### config.mk
export PLATFORM = sky130hd
export DESIGN_NAME = regfile_write_arbiter
export DESIGN_NICKNAME = d
export VERILOG_FILES = /design/src/rtl/regfile_write_arbiter.sv
export SDC_FILE = /design/constraint.sdc
export NUM_CORES = 1
export LEC_CHECK = 0
export BUFFER_PORTS_ARGS = -buffer_cell sky130_fd_sc_hd__clkbuf_2
export CAP_MARGIN = 20
export CORE_ASPECT_RATIO = 1.75
export CORE_UTILIZATION = 45
export DETAILED_ROUTE_END_ITERATION = 16
export GPL_ROUTABILITY_DRIVEN = 1
export PLACE_DENSITY = 0.78
export SKIP_LAST_GASP = 1
export SLEW_MARGIN = 20
export SYNTH_ARGS = -nofsm -noshare
export SYNTH_HDL_FRONTEND = slang
export SYNTH_SLANG_ARGS = --single-unit
### constraint.sdc
create_clock -name clk -period 5.7 [get_ports clk]
set_input_delay 1.14 -clock clk [delete_from_list [all_inputs] [get_ports clk]]
set_output_delay 1.14 -clock clk [all_outputs]
set_load 0.02 [all_outputs]
### src/rtl/regfile_write_arbiter.sv
`default_nettype none
// ---------------------------------------------------------------------------
// regfile_write_arbiter : round-robin sharing of the two register-file write
// ports among NREQ writeback requesters, with registered output stage.
// Revision : 1.0
// ---------------------------------------------------------------------------
module regfile_write_arbiter #(
  parameter int NREQ = 3,
  parameter int AW   = 4,
  parameter int DW   = 16
) (
  input  logic                 clk,
  input  logic                 rst_n,
  input  logic                 stall,
  input  logic [NREQ-1:0]      req_valid,
  input  logic [NREQ*AW-1:0]   req_addr,
  input  logic [NREQ*DW-1:0]   req_data,
  output logic [NREQ-1:0]      req_ready,
  output logic                 rd_wen,
  output logic [AW-1:0]        rd_addr,
  output logic [DW-1:0]        rd_data,
  output logic                 rs_wen,
  output logic [AW-1:0]        rs_addr,
  output logic [DW-1:0]        rs_data,
  output logic [(2**AW)-1:0]   pending_mask,
  output logic [15:0]          conflict_count
);

  localparam int PW = $clog2(NREQ);

  logic [AW-1:0] addr_arr [NREQ];
  logic [DW-1:0] data_arr [NREQ];

  for (genvar i = 0; i < NREQ; i++) begin : g_unpack
    assign addr_arr[i] = req_addr[i*AW +: AW];
    assign data_arr[i] = req_data[i*DW +: DW];
  end

  logic [PW-1:0] ptr;
  logic [PW-1:0] idx;
  logic [PW:0]   sum;
  logic [PW-1:0] a_idx;
  logic [PW-1:0] b_idx;
  logic [AW-1:0] a_addr;
  logic          a_found;
  logic          b_found;
  logic          collide;
  logic          grant_en;
  logic          a_grant;
  logic          b_grant;
  logic          hit;

  function automatic logic [PW-1:0] wrap_inc(input logic [PW-1:0] i);
    return (i == PW'(NREQ - 1)) ? '0 : i + 1'b1;
  endfunction

  // A collision only counts while port B is still open; once both ports are
  // taken the requester would have been denied regardless of its address.
  always_comb begin
    a_found = 1'b0;
    b_found = 1'b0;
    collide = 1'b0;
    a_idx   = '0;
    b_idx   = '0;
    a_addr  = '0;
    sum     = '0;
    idx     = '0;
    for (int k = 0; k < NREQ; k++) begin
      sum = {1'b0, ptr} + (PW+1)'(k);
      if (sum >= (PW+1)'(NREQ)) sum = sum - (PW+1)'(NREQ);
      idx = sum[PW-1:0];
      if (req_valid[idx]) begin
        if (!a_found) begin
          a_found = 1'b1;
          a_idx   = idx;
          a_addr  = addr_arr[idx];
        end else if (addr_arr[idx] == a_addr) begin
          if (!b_found) collide = 1'b1;
        end else if (!b_found) begin
          b_found = 1'b1;
          b_idx   = idx;
        end
      end
    end
  end

  assign grant_en = rst_n & ~stall;
  assign a_grant  = a_found & grant_en;
  assign b_grant  = b_found & grant_en;
  assign hit      = collide & grant_en;

  always_comb begin
    req_ready = '0;
    if (a_grant) req_ready[a_idx] = 1'b1;
    if (b_grant) req_ready[b_idx] = 1'b1;
  end

  always_ff @(posedge clk or negedge rst_n) begin
    if (!rst_n) begin
      ptr            <= '0;
      rd_wen         <= 1'b0;
      rd_addr        <= '0;
      rd_data        <= '0;
      rs_wen         <= 1'b0;
      rs_addr        <= '0;
      rs_data        <= '0;
      conflict_count <= '0;
    end else begin
      rd_wen <= a_grant;
      rs_wen <= b_grant;
      if (a_grant) begin
        rd_addr <= addr_arr[a_idx];
        rd_data <= data_arr[a_idx];
      end
      if (b_grant) begin
        rs_addr <= addr_arr[b_idx];
        rs_data <= data_arr[b_idx];
      end
      if (b_grant) begin
        ptr <= wrap_inc(b_idx);
      end else if (a_grant) begin
        ptr <= wrap_inc(a_idx);
      end
      if (hit && (conflict_count != 16'hFFFF)) begin
        conflict_count <= conflict_count + 16'd1;
      end
    end
  end

  always_comb begin
    pending_mask = '0;
    if (rd_wen) pending_mask[rd_addr] = 1'b1;
    if (rs_wen) pending_mask[rs_addr] = 1'b1;
  end

endmodule
`default_nettype wire

# Word-level counts from Yosys, hierarchy flattened
# Index checks and enable logic that the tools add are counted.
[totals]
output_inout_bits = 77
reg_bits = 60
word_cells = 135
input_bits = 66
[classes]
mux = 77
n_reduce_logical = 6
n_addsub = 8
eq_ne = 5
magnitude_cmp = 19
n_bitwise = 12
[op_table]
columns = ["op", "count"]
rows = [
  ["$mux 16", 6],
  ["$bmux 16 s2", 2],
  ["$mux 4", 13],
  ["$bmux 4 s2", 5],
  ["$mux 2", 19],
  ["$mux 1", 23],
  ["$add 16x1->16 const B", 1],
  ["$ne 16x16->1 const B", 1],
  ["$or 16x16->16", 1],
  ["$ge 3x3->1 const B", 5],
  ["$lt 2x3->1 const B", 5],
  ["$not 2->3", 5],
  ["$lt 4x5->1 const B", 2],
  ["$demux 1 s4", 2],
  ["$eq 4x4->1", 2],
  ["$ge 4x1->1 const B", 2],
  ["$bmux 1 s2", 3],
  ["$ge 3x2->1 const B", 2],
  ["$mux 3", 2],
  ["$sub 2x2->2 const B", 3],
  ["$logic_and 1x1->1", 5],
  ["$add 2x1->2 const B", 2],
  ["$and 1x1->1", 4],
  ["$demux 1 s2", 2],
  ["8 further kinds", 10],
]

# Logic depth before layout (Yosys ltp)
[logic_depth]
depth_word = 21
mapped_depth = 15

# Worst setup path before layout
# No wires, ideal clock.
[synth_path]
path_kind = "input-to-output"
start = "input req_valid[1]"
end = "output req_ready[1]"
path_buffers = 2
slack_ns = 1.323
required_ns = 4.560
stages = 10
t_arrival_ns = 3.237
path_cell_list = "mux2i_1 o21a_1 buf_6 nor3_1 nor4_1 nor4_2 a2111oi_1 a21oi_2 buf_6 o21ai_1"
[synth_via]
elab_chain_cells = 17
elab_cells_between_ends = 47
classes_between = "4 x order compare; 2 x eq/ne; 36 x mux; 3 x bitwise; 2 x reduce/logical"
[synth_rtl]
columns = ["item", "line", "source"]
rows = [
  ["from (decl)", "15", "input logic [NREQ-1:0] req_valid,"],
  ["$bmux 1 s2", "72", "if (req_valid[idx]) begin"],
  ["$mux 1 (implied by the code)", "72", ""],
  ["$mux 4", "72", ""],
  ["$eq 4x4->1", "77", "end else if (addr_arr[idx] == a_addr) begin"],
  ["$mux 2 or $mux 1 (tied branches)", "77", ""],
  ["$mux 2 or $mux 1 (tied branches)", "73", "if (!a_found) begin"],
  ["$mux 2 or $mux 1 (tied branches)", "72", ""],
  ["$mux 2", "79", "end else if (!b_found) begin"],
  ["$mux 2", "77", ""],
  ["$mux 2", "73", ""],
  ["$mux 2", "72", ""],
  ["$lt 2x3->1 (implied by the code) or $ge 2x1->1 (tied branches)", "95", "if (b_grant) req_ready[b_idx] = 1'b1;"],
  ["$logic_and 1x1->1 (implied by the code)", "95", ""],
  ["$mux 1 (implied by the code)", "95", ""],
  ["$demux 1 s2", "95", ""],
  ["$or 3x3->3 (no line)", "-", ""],
  ["$mux 3 (*)", "95", ""],
  ["to (decl)", "18", "output logic [NREQ-1:0] req_ready,"],
]
# Every way passes the cells marked *; elsewhere a longest branch is shown, timed or not. The select of a mux whose other input is x is not followed.

# Worst setup path in the final report
[layout_path]
start = "register ptr[0]"
end = "output req_ready[0]"
[layout_via]
elab_chain_cells = 21
elab_cells_between_ends = 70
classes_between = "5 x add/sub; 7 x order compare; 2 x eq/ne; 48 x mux; 6 x bitwise; 2 x reduce/logical"
[layout_rtl]
columns = ["item", "line", "source"]
rows = [
  ["from (decl)", "39", "logic [PW-1:0] ptr;"],
  ["from (signal assigned)", "120", "ptr <= wrap_inc(b_idx);"],
  ["from (signal assigned)", "122", "ptr <= wrap_inc(a_idx);"],
  ["$add 2x1->3 (tied with other cells)", "69", "sum = {1'b0, ptr} + (PW+1)'(k);"],
  ["$ge 3x2->1 (tied with other cells)", "70", "if (sum >= (PW+1)'(NREQ)) sum = sum - (PW+1)'(NREQ);"],
  ["$mux 2 or $not 2->3 (tied branches)", "-", ""],
  ["$not 2->3 (implied by the code) or $bmux 4 s2 (tied branches)", "-", ""],
  ["$bmux 4 s2 or $mux 4 (tied branches)", "-", ""],
  ["$mux 4, on equally long branches", "-", ""],
  ["$mux 4, on equally long branches", "76, 77, 72", ""],
  ["$eq 4x4->1", "77", ""],
  ["(+5 left out)", "-", ""],
  ["$mux 2", "73", ""],
  ["$mux 2", "72", ""],
  ["$lt 2x3->1 (implied by the code) or $ge 2x1->1 (tied branches)", "95", ""],
  ["$logic_and 1x1->1 (implied by the code)", "95", ""],
  ["$mux 1 (implied by the code)", "95", ""],
  ["$demux 1 s2", "95", ""],
  ["$or 3x3->3 (no line)", "-", ""],
  ["$mux 3 (*)", "95", ""],
]
# Marked as above.

==> metrics.cfg <==
[timing]
tns_ps=0
hold_viol=0
fin_crit_ps=5290
tightest_slew_ps=977
max-slew-margin-rel=0.345
timing.fmax_ghz=0.189
finalMaxSlewViolations=0
rsz0062_at_grt=no
setup_viol_count_final=0
fin_skew_ps=3.45
fin_crit_sh=0.928

[critical_path]
cp.required_ps=4560
cp-end-kind=output port
crit_fanout=9
cp.arrival_ps=4150
path_class=reg -> out
critical_path.startpoint_type=flip-flop

[global_routing]
overflow=0
grt_pass1_wl_mm=21.6
grt_pass1_vias=4441
grt_max_degree=62
antenna_found_initial=0
grtUsageTotal=0.271

[logic_synthesis]
yosysWarnings=0
syn-num-nets=549
synth_top_cell_by_area=dfrtp_1
synthDominantCellAreaShare=0.348
synth_mux_area_frac=0.133
ys_seq_elements=60
synth_cell_type_count=63
syn_area_um2=4320
synthSimpleGateAreaFrac=0.210
ys.flop_type=dfrtp_1
synth_adder_area_share=0.0116
synth_xor_area_frac=0.0325
synth-async-reset-ratio=1.00
yosysMostFrequentCell=dfrtp_1
synth-compound-area-share=0.212
synth_top_family_by_area=compound AO/OA/AOI/OAI gates
ys_top_cells_by_area=dfrtp_1, mux2i_1, a21oi_1, nor2_1, nand3_1
synth-edff-count=0
syn_inst=479
syn_avg_cell_area_um2=9.01
yosys-top-cells-count=dfrtp_1, mux2i_1, nor2_1, a21oi_1, nand3_1
ys_seq_area_frac=0.348

[floorplan]
pin_count=143
coreArea_um2=9410
std_cell_rows=47
dieHeight_um=132
die_area_um2=10000
fp.dieW_um=76.0
start_util=0.459

[route]
firstDrtPassIters=5
drtIter0Drc=305
vias_per_cell=5.91
antenna_left=0
vias=4366
drc=0
wl_per_cell_um=17.9
totalWireLength_mm=13.2

[placed_design]
place_congestion=0.828
hpwl_mm=9.75
io_buffers=142

[power_and_ir_drop]
power.internal_w=0.00180
netSwitchingPower_w=0.00167
cellLeakagePower_nw=2.67
pwr-share-comb=0.608
p_clk_frac=0.186
max-vdd-ir-drop_uv=458
seq_power_share=0.206
power_density_nw_per_um2=635
swShare=0.481

[cells_and_area]
fillers=839
drive_above_1_share=0.335
syn2layout_area_growth_pct=26.7
antennaDiodeCount=0
final_util=0.581
nets=682

[cts]
hold_buffers=0
cts_tree=built
htree_levels=3
clock_latency_ps=330
path_clk_slew_ps=50
clockBufferDepth=2
cts_sinks=60
cts_root_buffer=clkbuf_16
cts_buffers=9

[run]
drv_cap=0

[outcome]
status=finished clean

[worst_hold_path]
min_path_type=reg -> reg

per-stage QoR:
stage	cells	total power [W]	setup WS, ps	hold WS, ps	cell area [um^2]
after floorplan	479	0.00226	1320	537	4320
after global placement	723	0.00275	537	471	5110
after detailed placement	723	0.00280	516	476	5110
after CTS	739	0.00346	372	496	5470
after global routing	739	0.00368	131	522	5470
final	739	0.00347	408	487	5470
cell families after synthesis:
kind of cell             count (synthesis)
AND/OR/NAND/NOR                        176
multiplexers                            57
buffers and inverters                   43
flip-flops                              60
AO/OA/AOI/OAI                          123
adder cells (fa/ha/maj)                  4
XOR/XNOR                                16
routing by layer:
| layer | wire length [um] | GRT usage |
|---|---|---|
| met5 | 0 | 0 |
| met4 | 533 | 0.155 |
| met3 | 771 | 0.0542 |
| met2 | 7120 | 0.485 |
| met1 | 4820 | 0.292 |
power groups by stage:
stage / Combinational [W] / Sequential (W) / Clock [W]
6_report: 0.00211 / 0.000715 / 0.000644
3_5_place_dp: 0.00208 / 0.000717 / 0
2_1_floorplan: 0.00139 / 0.000869 / 0
3_3_place_gp: 0.00204 / 0.000713 / 0
5_1_grt: 0.00228 / 0.000736 / 0.000670
4_1_cts: 0.00209 / 0.000714 / 0.000648
cell usage in the layout, fill, tap and decap left out, drive strengths merged, types with 3 or more instances in the layout:
master   instances
clkbuf         154
dfrtp           60
mux2i           55
nor2            51
a21oi           44
nand3           36
nand2           32
o211ai          21
o22ai           13
inv             12
buf             11
nor3            11
xnor2            9
xor2             7
o2bb2ai          7
nor4             7
o21ai            7
nand2b           6
nand3b           6
and3             6
a2bb2oi          5
o32ai            4
o21a             4
ha               4
nor2b            4
nand4            4
a211oi           3
bufinv           3
or2              3
sequential cells by signal, summed over array words and instances (netlist names):
signal	count
conflict_count	16
ptr	2
rd_addr	4
rd_data	16
rd_wen	1
rs_addr	4
rs_data	16
rs_wen	1
layout make-up:
cell class	instances	area (um^2)	share of cell area
inverter	12	45.0	0.00823
multi-input combinational	376	2630	0.480
sequential	60	1500	0.274
clock buffer	12	256	0.0469
clock inverter	4	95.1	0.0174
tap	122	153	0.0279
timing repair buffer	153	793	0.145
worst max-delay path, cell delays in order, from the launching register on:
cell       delay (ps)
dfrtp_1           400
inv_1              60
ha_1              520
buf_4             280
and2b_4           240
o2bb2ai_1         210
and4_1            230
nor4_1            370
nor4_2            100
buf_4             170
a2111oi_1         580
a21oi_4           140
nor3b_1           200
o21bai_1          160
clkbuf_2          170
worst paths after layout:
| check | from | endpoint | slack (ps) | cells past startpoint |
|---|---|---|---|---|
| min in group asynchronous | rst_n | rs_data[0] | 990 | 2 |
| max in group asynchronous | rst_n | rs_wen | 4180 | 2 |
| setup / recovery | ptr[0] | req_ready[0] | 410 | 14 |
| hold / removal | rs_data[5] | rs_data[5] | 490 | 2 |
| setup reg to reg | ptr[0] | ptr[0] | 1430 | 13 |
| hold reg to reg | rs_data[5] | rs_data[5] | 490 | 2 |
what timing repair did:
item / 4_1_cts / 5_1_grt
buffers inserted: 0 / 0
endpoints found under the setup margin: 0 / 1
gates resized for setup: 0 / 1
(Power assumes the default switching activity.)
